$ cat config.mk
export PLATFORM = sky130hd
export DESIGN_NAME = axi4_lite_master_arbiter
export DESIGN_NICKNAME = d
export VERILOG_FILES = /design/src/rtl/axi4_lite_master_arbiter.sv
export SDC_FILE = /design/constraint.sdc
export NUM_CORES = 1
export LEC_CHECK = 0
export ABC_CLOCK_PERIOD_IN_PS = 3100
export BUFFER_PORTS_ARGS = -buffer_cell sky130_fd_sc_hd__buf_2
export CAP_MARGIN = 20
export CORE_AREA = 4 4 159 161
export DETAILED_ROUTE_END_ITERATION = 8
export DIE_AREA = 0 0 163 165
export GPL_TIMING_DRIVEN = 0
export PLACE_DENSITY_LB_ADDON = 0.12
export SLEW_MARGIN = 20
export SYNTH_ARGS = -nofsm -noshare
export SYNTH_HDL_FRONTEND = slang
export SYNTH_SLANG_ARGS = --single-unit
$ cat constraint.sdc
create_clock -name ACLK -period 3.1 [get_ports ACLK]
set_clock_uncertainty 0.2 [all_clocks]
set_input_delay 0.155 -clock ACLK [delete_from_list [all_inputs] [get_ports ACLK]]
set_output_delay 0.155 -clock ACLK [all_outputs]
set_load 0.02 [all_outputs]
$ cat src/rtl/axi4_lite_master_arbiter.sv
// rtl/axi4_lite_master_arbiter.sv - round-robin arbiter sharing one AXI4-Lite master
// Grants one requester at a time, pulses STARTW/STARTR, and returns the response on req_done.
module axi4_lite_master_arbiter #(
  parameter int NUM_REQ    = 4,
  parameter int ADDR_WIDTH = 32,
  parameter int DATA_WIDTH = 32
) (
  input  logic                          ACLK,
  input  logic                          ARESETN,
  input  logic [NUM_REQ-1:0]            req,
  input  logic [NUM_REQ-1:0]            req_we,
  input  logic [NUM_REQ*ADDR_WIDTH-1:0] req_addr,
  input  logic [NUM_REQ*DATA_WIDTH-1:0] req_wdata,
  output logic [NUM_REQ-1:0]            req_gnt,
  output logic [NUM_REQ-1:0]            req_done,
  output logic [DATA_WIDTH-1:0]         req_rdata,
  output logic [1:0]                    req_resp,
  output logic                          busy,
  output logic                          STARTW,
  output logic                          STARTR,
  output logic [ADDR_WIDTH-1:0]         m_addr,
  output logic [DATA_WIDTH-1:0]         m_wdata,
  input  logic [DATA_WIDTH-1:0]         m_rdata,
  input  logic [1:0]                    m_bresp,
  input  logic [1:0]                    m_rresp,
  input  logic                          m_write_done,
  input  logic                          m_read_done,
  input  logic                          m_idle
);

  localparam int PTR_W = $clog2(NUM_REQ);
  localparam logic [NUM_REQ-1:0] ONE = NUM_REQ'(1);

  typedef enum logic [1:0] {IDLE, ISSUE, WAIT, DONE} state_t;

  state_t                 state;
  logic [PTR_W-1:0]       ptr;
  logic [PTR_W-1:0]       cur;
  logic [PTR_W-1:0]       win;
  logic [PTR_W:0]         idx;
  logic                   found;
  logic                   op;
  logic [ADDR_WIDTH-1:0]  addr_arr  [NUM_REQ];
  logic [DATA_WIDTH-1:0]  wdata_arr [NUM_REQ];

  for (genvar g = 0; g < NUM_REQ; g++) begin : g_unpack
    assign addr_arr[g]  = req_addr[g*ADDR_WIDTH +: ADDR_WIDTH];
    assign wdata_arr[g] = req_wdata[g*DATA_WIDTH +: DATA_WIDTH];
  end

  // First pending request scanning from ptr upward with wrap.
  always_comb begin
    found = 1'b0;
    win   = '0;
    idx   = '0;
    for (int i = 0; i < NUM_REQ; i++) begin
      idx = {1'b0, ptr} + (PTR_W+1)'(i);
      if (idx >= (PTR_W+1)'(NUM_REQ)) idx = idx - (PTR_W+1)'(NUM_REQ);
      if (!found && req[idx[PTR_W-1:0]]) begin
        found = 1'b1;
        win   = idx[PTR_W-1:0];
      end
    end
  end

  always_ff @(posedge ACLK) begin
    if (!ARESETN) begin
      state     <= IDLE;
      ptr       <= '0;
      cur       <= '0;
      op        <= 1'b0;
      req_gnt   <= '0;
      req_done  <= '0;
      req_rdata <= '0;
      req_resp  <= '0;
      busy      <= 1'b0;
      STARTW    <= 1'b0;
      STARTR    <= 1'b0;
      m_addr    <= '0;
      m_wdata   <= '0;
    end else begin
      case (state)
        IDLE: begin
          if (m_idle && found) begin
            cur     <= win;
            op      <= req_we[win];
            m_addr  <= addr_arr[win];
            m_wdata <= wdata_arr[win];
            req_gnt <= ONE << win;
            STARTW  <= req_we[win];
            STARTR  <= !req_we[win];
            busy    <= 1'b1;
            state   <= ISSUE;
          end
        end
        ISSUE: begin
          STARTW <= 1'b0;
          STARTR <= 1'b0;
          state  <= WAIT;
        end
        WAIT: begin
          // Only the done pulse matching the launched direction completes.
          if (op ? m_write_done : m_read_done) begin
            req_resp <= op ? m_bresp : m_rresp;
            if (!op) req_rdata <= m_rdata;
            req_done <= req_gnt;
            req_gnt  <= '0;
            ptr      <= (cur == PTR_W'(NUM_REQ-1)) ? '0 : cur + PTR_W'(1);
            state    <= DONE;
          end
        end
        DONE: begin
          req_done <= '0;
          busy     <= 1'b0;
          state    <= IDLE;
        end
        default: state <= IDLE;
      endcase
    end
  end

endmodule

==> out/qor.yml, run 1 <==
status: "finished, final reports clean"
p_comb_share_pct: 42.5
grt_setup_unrepaired: "false"
utilization_pct: 51.1
pwr-share-clk_pct: 29.4
setup_viol: 0
fin_crit_sh_pct: 92.7
p_per_area_nw_per_um2: 586
finalSetupTns_ps: 0
yosysWarnings: 0
cts_made_buffers: 17
clk_pin_slew_ps: 70
rows: 57
synthesis.nets: 1110
p_switching_mw: 2.76
h-tree-depth: 4
synth_edf_count: 0
fin_ws_ps: 225
fin_crit_ps: 2870
clk_latency_ps: 420
initial_utilization_pct: 26.1
worst_slew_pin_slew_ps: 836
wl_per_cell_um: 18.8
min_from: "req_we[0]"
worstPathMaxFanout: 10
dr.pass1.iters: 7
hp-class: "input pin to flop"
grt_pass1_wl_um: 52600
grt_pass1_vias: 9519
crit_end: "m_wdata[7]"
syn_inst: 800
synth_area_um2: 6260
clk_path_buf_depth: 2
layout.nets: 1827
drt-total-wl_um: 34900
cp.required_ps: 3260
io_pins: 414
cts_tree: "built"
slew_headroom_pct: 44.3
place_congestion: 0.838
p_int_mw: 4.42
crit_path_start_kind: "flop"
crit_path_start: "ptr[1]"
crit_arrival_ps: 3030
leakagePower_nw: 5.52
synth_ff_type: "dfxtp_1"
peakVddDrop_v: 0.000262
synth_seq_area_share_pct: 37.1
ys_ff_latch: 116
worstReg2RegStart: "ptr[1]"
swShare_pct: 38.5
hold_viol: 0
die-area_um2: 26900
cts_root_buf: "clkbuf_16"
core_um2: 24000
cp-end-kind: "flop"
drtIter0Drc: 523
syn_area_per_cell_um2: 7.82
area_growth_pct: 95.7
async_flop_share_pct: 0
port_buffers: 411
reg2reg_setup_slack_ps: 230
antenna_found_initial: 3
cts_sinks: 116
die_h_um: 165
gr-total-overflow: 0
path_class: "flop to flop"
num_vias: 9244
nFillCells: 2390
drv_slew: 0
drc: 0
yosysUniqueCellTypes: 38
grt_usage_pct: 24.9
die_w_um: 163
seqPwrFrac_pct: 28.0
reg2regPathDepth: 9
hpwl_um: 24900
drive_above_1_share_pct: 32.0
r2r-end: "m_wdata[7]"
clock.fmax_mhz: 348
final_antenna_net_count: 0
grt_max_degree: 17
drv_cap: 0
place_ws_ps: 402
viasPerCell: 4.98
## sequential cells by signal (all words and copies together) (netlist names), 2 cells and up
register,cells
m_addr,32
m_wdata,32
req_rdata,32
req_done,4
req_gnt,4
cur,2
ptr,2
req_resp,2
state,2
## layout make-up
type                    count  area [um2]  area share (%)
diodes                      3        7.51          0.0613
plain buffers              89         392            3.20
clock buffers              17         425            3.47
clock inverters            15         193            1.57
inverters                   5        18.8           0.153
multi-input cells         589        3540            28.9
flip-flops and latches    116        2320            19.0
well taps                 324         405            3.31
repair buffers            699        4940            40.3
## through the flow
step	instance area [um2]	hold WS [ps]	std cells	total power, mW
after floorplan	6260	99.9	800	3.51
final	12200	53.2	1857	7.18
after global routing	12200	69.9	1855	7.61
after detailed placement	8720	215	1535	4.55
after CTS	12200	38.9	1855	7.19
after global placement	8720	209	1535	4.55
## layout by cell type (no fill, tap or decap), drive strengths merged, types with 5 or more instances in the layout
cell	Yosys	final
nor2	10	10
dlygate4sd3	0	288
clkbuf	68	84
dfxtp	116	116
o21ai	139	139
a21boi	34	34
nand2	76	76
buf	22	433
nand3	66	66
inv	5	13
and2	5	5
nor2b	16	16
a221oi	64	64
a22oi	9	9
a21oi	70	70
a21o	64	64
ha	5	5
## logic make-up (layout without fill, tap and decap cells)
logic type,after synthesis,in the layout,synth area share (%)
and+or+nand+nor,188,188,14.3
adders and majority gates,5,5,1.00
AOI/OAI and AO/OA,392,392,40.6
buffers and inverters,95,825,6.30
muxes,4,4,0.640
DFF,116,116,37.1
other,0,3,0
## cell usage after synthesis, types with 2 or more instances
cell | number | area, um2
and2_1 | 5 | 31.3
nand3_1 | 66 | 330
a211o_1 | 2 | 17.5
dfxtp_1 | 116 | 2320
a22oi_1 | 9 | 67.6
a21o_1 | 64 | 480
or4_1 | 2 | 15.0
o22ai_1 | 2 | 12.5
mux2i_1 | 4 | 40.0
clkbuf_1 | 68 | 255
ha_1 | 5 | 62.6
a221oi_1 | 64 | 561
a21oi_1 | 70 | 350
nand2_1 | 76 | 285
buf_1 | 2 | 7.51
nor2b_2 | 2 | 17.5
nand2b_1 | 4 | 25.0
buf_2 | 18 | 90.1
inv_1 | 5 | 18.8
and3_4 | 2 | 22.5
o211a_1 | 2 | 20.0
a21boi_0 | 33 | 248
o21ai_0 | 138 | 691
buf_6 | 2 | 22.5
nor2_1 | 9 | 33.8
nor4_1 | 4 | 25.0
or2_2 | 2 | 12.5
nor2b_1 | 14 | 87.6
## power by group through the flow
stage	clock, mW	combinational [mW]	sequential, mW
5_1_grt	2.23	3.33	2.05
6_report	2.11	3.05	2.01
3_5_place_dp	0	2.52	2.03
4_1_cts	2.16	3.03	2.00
3_3_place_gp	0	2.53	2.03
2_1_floorplan	0	1.10	2.41
## timing repair
action / CTS / global route
setup endpoints to repair: 0 / 38
buffers inserted: 0 / 0
gates resized for setup: 0 / 32
hold endpoints to repair: 98 / 0
hold buffers: 288 / 0
## worst max-delay path: stages, from the launching register on
cell	delay (ps)
dfxtp_1	350
buf_2	210
nand2b_1	70
o22ai_1	120
a22o_1	160
clkbuf_2	330
clkbuf_1	450
a221oi_1	170
dlygate4sd3_1	600
a21oi_1	140
## how the worst min path moves through the flow
stage / cells after the start / endpoint / slack [ps]
2_1_floorplan: 2 / req_rdata[24] / 100
3_3_place_gp: 3 / req_rdata[16] / 210
5_1_grt: 4 / op / 70
4_1_cts: 4 / op / 40
6_report: 4 / op / 50
3_5_place_dp: 3 / req_rdata[17] / 220
## metal layers
metal / wire (um) / part of all wire (%) / GRT usage [%] / up-vias
met5: 8 / 0.023 / 0 / -
li1: - / - / - / 4404
met3: 2170 / 6.2 / 5.59 / 81
met2: 17400 / 50 / 43.3 / 420
met1: 14200 / 41 / 29.9 / 4337
met4: 1110 / 3.2 / 9.65 / 2
(Power assumes the default switching activity.)
==> run 2, diff against run 1 <==
--- a/config.mk
+++ b/config.mk
@@ -6,11 +6,11 @@
 export NUM_CORES = 1
 export LEC_CHECK = 0
 export ABC_CLOCK_PERIOD_IN_PS = 3100
-export BUFFER_PORTS_ARGS = -buffer_cell sky130_fd_sc_hd__buf_2
 export CAP_MARGIN = 20
 export CORE_AREA = 4 4 159 161
 export DETAILED_ROUTE_END_ITERATION = 8
 export DIE_AREA = 0 0 163 165
+export DONT_BUFFER_PORTS = 1
 export GPL_TIMING_DRIVEN = 0
 export PLACE_DENSITY_LB_ADDON = 0.12
 export SLEW_MARGIN = 20
==> out/qor.yml, run 2 <==
syn_area_per_cell_um2: 7.82  # unchanged
synth_seq_area_share_pct: 37.1  # unchanged
ys_ff_latch: 116  # unchanged
initial_utilization_pct: 26.1  # unchanged
yosysUniqueCellTypes: 38  # unchanged
synth_ff_type: "dfxtp_1"
ctsHoldBuffers: 232  # -19%
cts_sinks: 116  # unchanged
synth_area_um2: 6260  # unchanged
hpwl_um: 23400  # -5.9%
synth_area_leaders: "dfxtp_1 (37%), o21ai_0 (11%), a221oi_1 (9.0%), a21o_1 (7.7%), a21oi_1 (5.6%)"
h-tree-depth: 4  # unchanged
yosysTopAreaCell: "dfxtp_1"
die_w_um: 163  # unchanged
toolErrorMsg: "[ERROR RSZ-0060] Max buffer count reached."
rows: 57  # unchanged
synthesis.nets: 1110  # unchanged
synth_edf_count: 0  # unchanged
async_flop_share_pct: 0  # unchanged
post_cts_resized: 0  # unchanged
status: "did not finish"
yosys.area.top_type_share_pct: 37.1  # unchanged
post_cts_buffers: 0  # unchanged
syn_inst: 800  # unchanged
io_pins: 414  # unchanged
place_congestion: 0.801  # -4.4%
cts_made_buffers: 17  # unchanged
yosysWarnings: 0  # unchanged
cts_root_buf: "clkbuf_16"
clk_path_buf_depth: 2  # unchanged
yosysMostFrequentCell: "o21ai_0"
die_h_um: 165  # unchanged
port_buffers: 0  # -100%
synthTopCellsByCount: "o21ai_0 (138), dfxtp_1 (116), nand2_1 (76), a21oi_1 (70), clkbuf_1 (68)"
lastStage: "4_1_cts"
[run 2: cell counts after synthesis]
Identical to the previous run, type by type.
[run 2: stage by stage]
step           util, %  cell area [um2]  setup slack [ps]  hold WS, ps  std cells
3_3_place_gp      27.8             6660               264          105       1124
2_1_floorplan        -             6260              1050         99.9        800
3_5_place_dp      27.8             6660               242          111       1124
[run 2: kinds of logic after synthesis]
family	count (synthesis)	share of synthesized area (%)
and+or+nand+nor	188	14.3
AOI/OAI and AO/OA	392	40.6
adders and majority gates	5	1.00
DFF	116	37.1
muxes	4	0.640
buffers and inverters	95	6.30
==> run 3, diff against run 2 <==
--- a/config.mk
+++ b/config.mk
@@ -7,12 +7,12 @@
 export LEC_CHECK = 0
 export ABC_CLOCK_PERIOD_IN_PS = 3100
 export CAP_MARGIN = 20
-export CORE_AREA = 4 4 159 161
+export CORE_MARGIN = 4
+export CORE_UTILIZATION = 23
 export DETAILED_ROUTE_END_ITERATION = 8
-export DIE_AREA = 0 0 163 165
 export DONT_BUFFER_PORTS = 1
 export GPL_TIMING_DRIVEN = 0
-export PLACE_DENSITY_LB_ADDON = 0.12
+export PLACE_DENSITY_LB_ADDON = 0.15
 export SLEW_MARGIN = 20
 export SYNTH_ARGS = -nofsm -noshare
 export SYNTH_HDL_FRONTEND = slang
==> out/qor.yml, run 3 <==
die_w_um: 173  # +6.1%
cts_sinks: 116  # unchanged
synthesis.nets: 1110  # unchanged
post_cts_buffers: 0  # unchanged
place_congestion: 0.815  # +1.8%
hpwl_um: 23900  # +2.1%
syn_area_per_cell_um2: 7.82  # unchanged
synth_seq_area_share_pct: 37.1  # unchanged
status: "did not finish"
initial_utilization_pct: 23.3  # -2.8 points
async_flop_share_pct: 0  # unchanged
synth_edf_count: 0  # unchanged
yosysWarnings: 0  # unchanged
yosysMostFrequentCell: "o21ai_0"
synth_simple_gate_area_share_pct: 14.3  # unchanged
yosysUniqueCellTypes: 38  # unchanged
yosys.area.top_type_share_pct: 37.1  # unchanged
ctsHoldBuffers: 235  # +1.3%
syn_inst: 800  # unchanged
synth_ff_type: "dfxtp_1"
post_cts_resized: 0  # unchanged
port_buffers: 0  # unchanged
cts_root_buf: "clkbuf_16"
io_pins: 414  # unchanged
h-tree-depth: 4  # unchanged
yosysTopAreaCell: "dfxtp_1"
place_ws_ps: 314  # +71.4 ps
synth_compound_area_share_pct: 40.6  # unchanged
rows: 60  # +5.3%
muxShareOfSynthArea_pct: 0.640  # unchanged
ys_ff_latch: 116  # unchanged
synthTopCellsByCount: "o21ai_0 (138), dfxtp_1 (116), nand2_1 (76), a21oi_1 (70), clkbuf_1 (68)"
synth_xor_area_share_pct: 0  # unchanged
cts_made_buffers: 17  # unchanged
lastStage: "4_1_cts"
yosys.area_share.adder_pct: 1.00  # unchanged
synth_area_leaders: "dfxtp_1 (37%), o21ai_0 (11%), a221oi_1 (9.0%), a21o_1 (7.7%), a21oi_1 (5.6%)"
clk_path_buf_depth: 2  # unchanged
toolErrorMsg: "[ERROR RSZ-0060] Max buffer count reached."
die_h_um: 173  # +4.8%
synth_top_family_by_area: "compound AO/OA/AOI/OAI gates"
synth_area_um2: 6260  # unchanged
-- run 3: kinds of logic after synthesis --
group / after synthesis
adders and majority gates: 5
muxes: 4
AOI/OAI and AO/OA: 392
DFF: 116
buffers and inverters: 95
and+or+nand+nor: 188
-- run 3: per-stage QoR --
| step | cell area, um2 | util (%) | hold slack (ps) | cells |
|---|---|---|---|---|
| detailed placement | 6690 | 24.9 | 110 | 1141 |
| floorplan | 6260 | - | 99.9 | 800 |
| global placement | 6690 | 24.9 | 104 | 1141 |
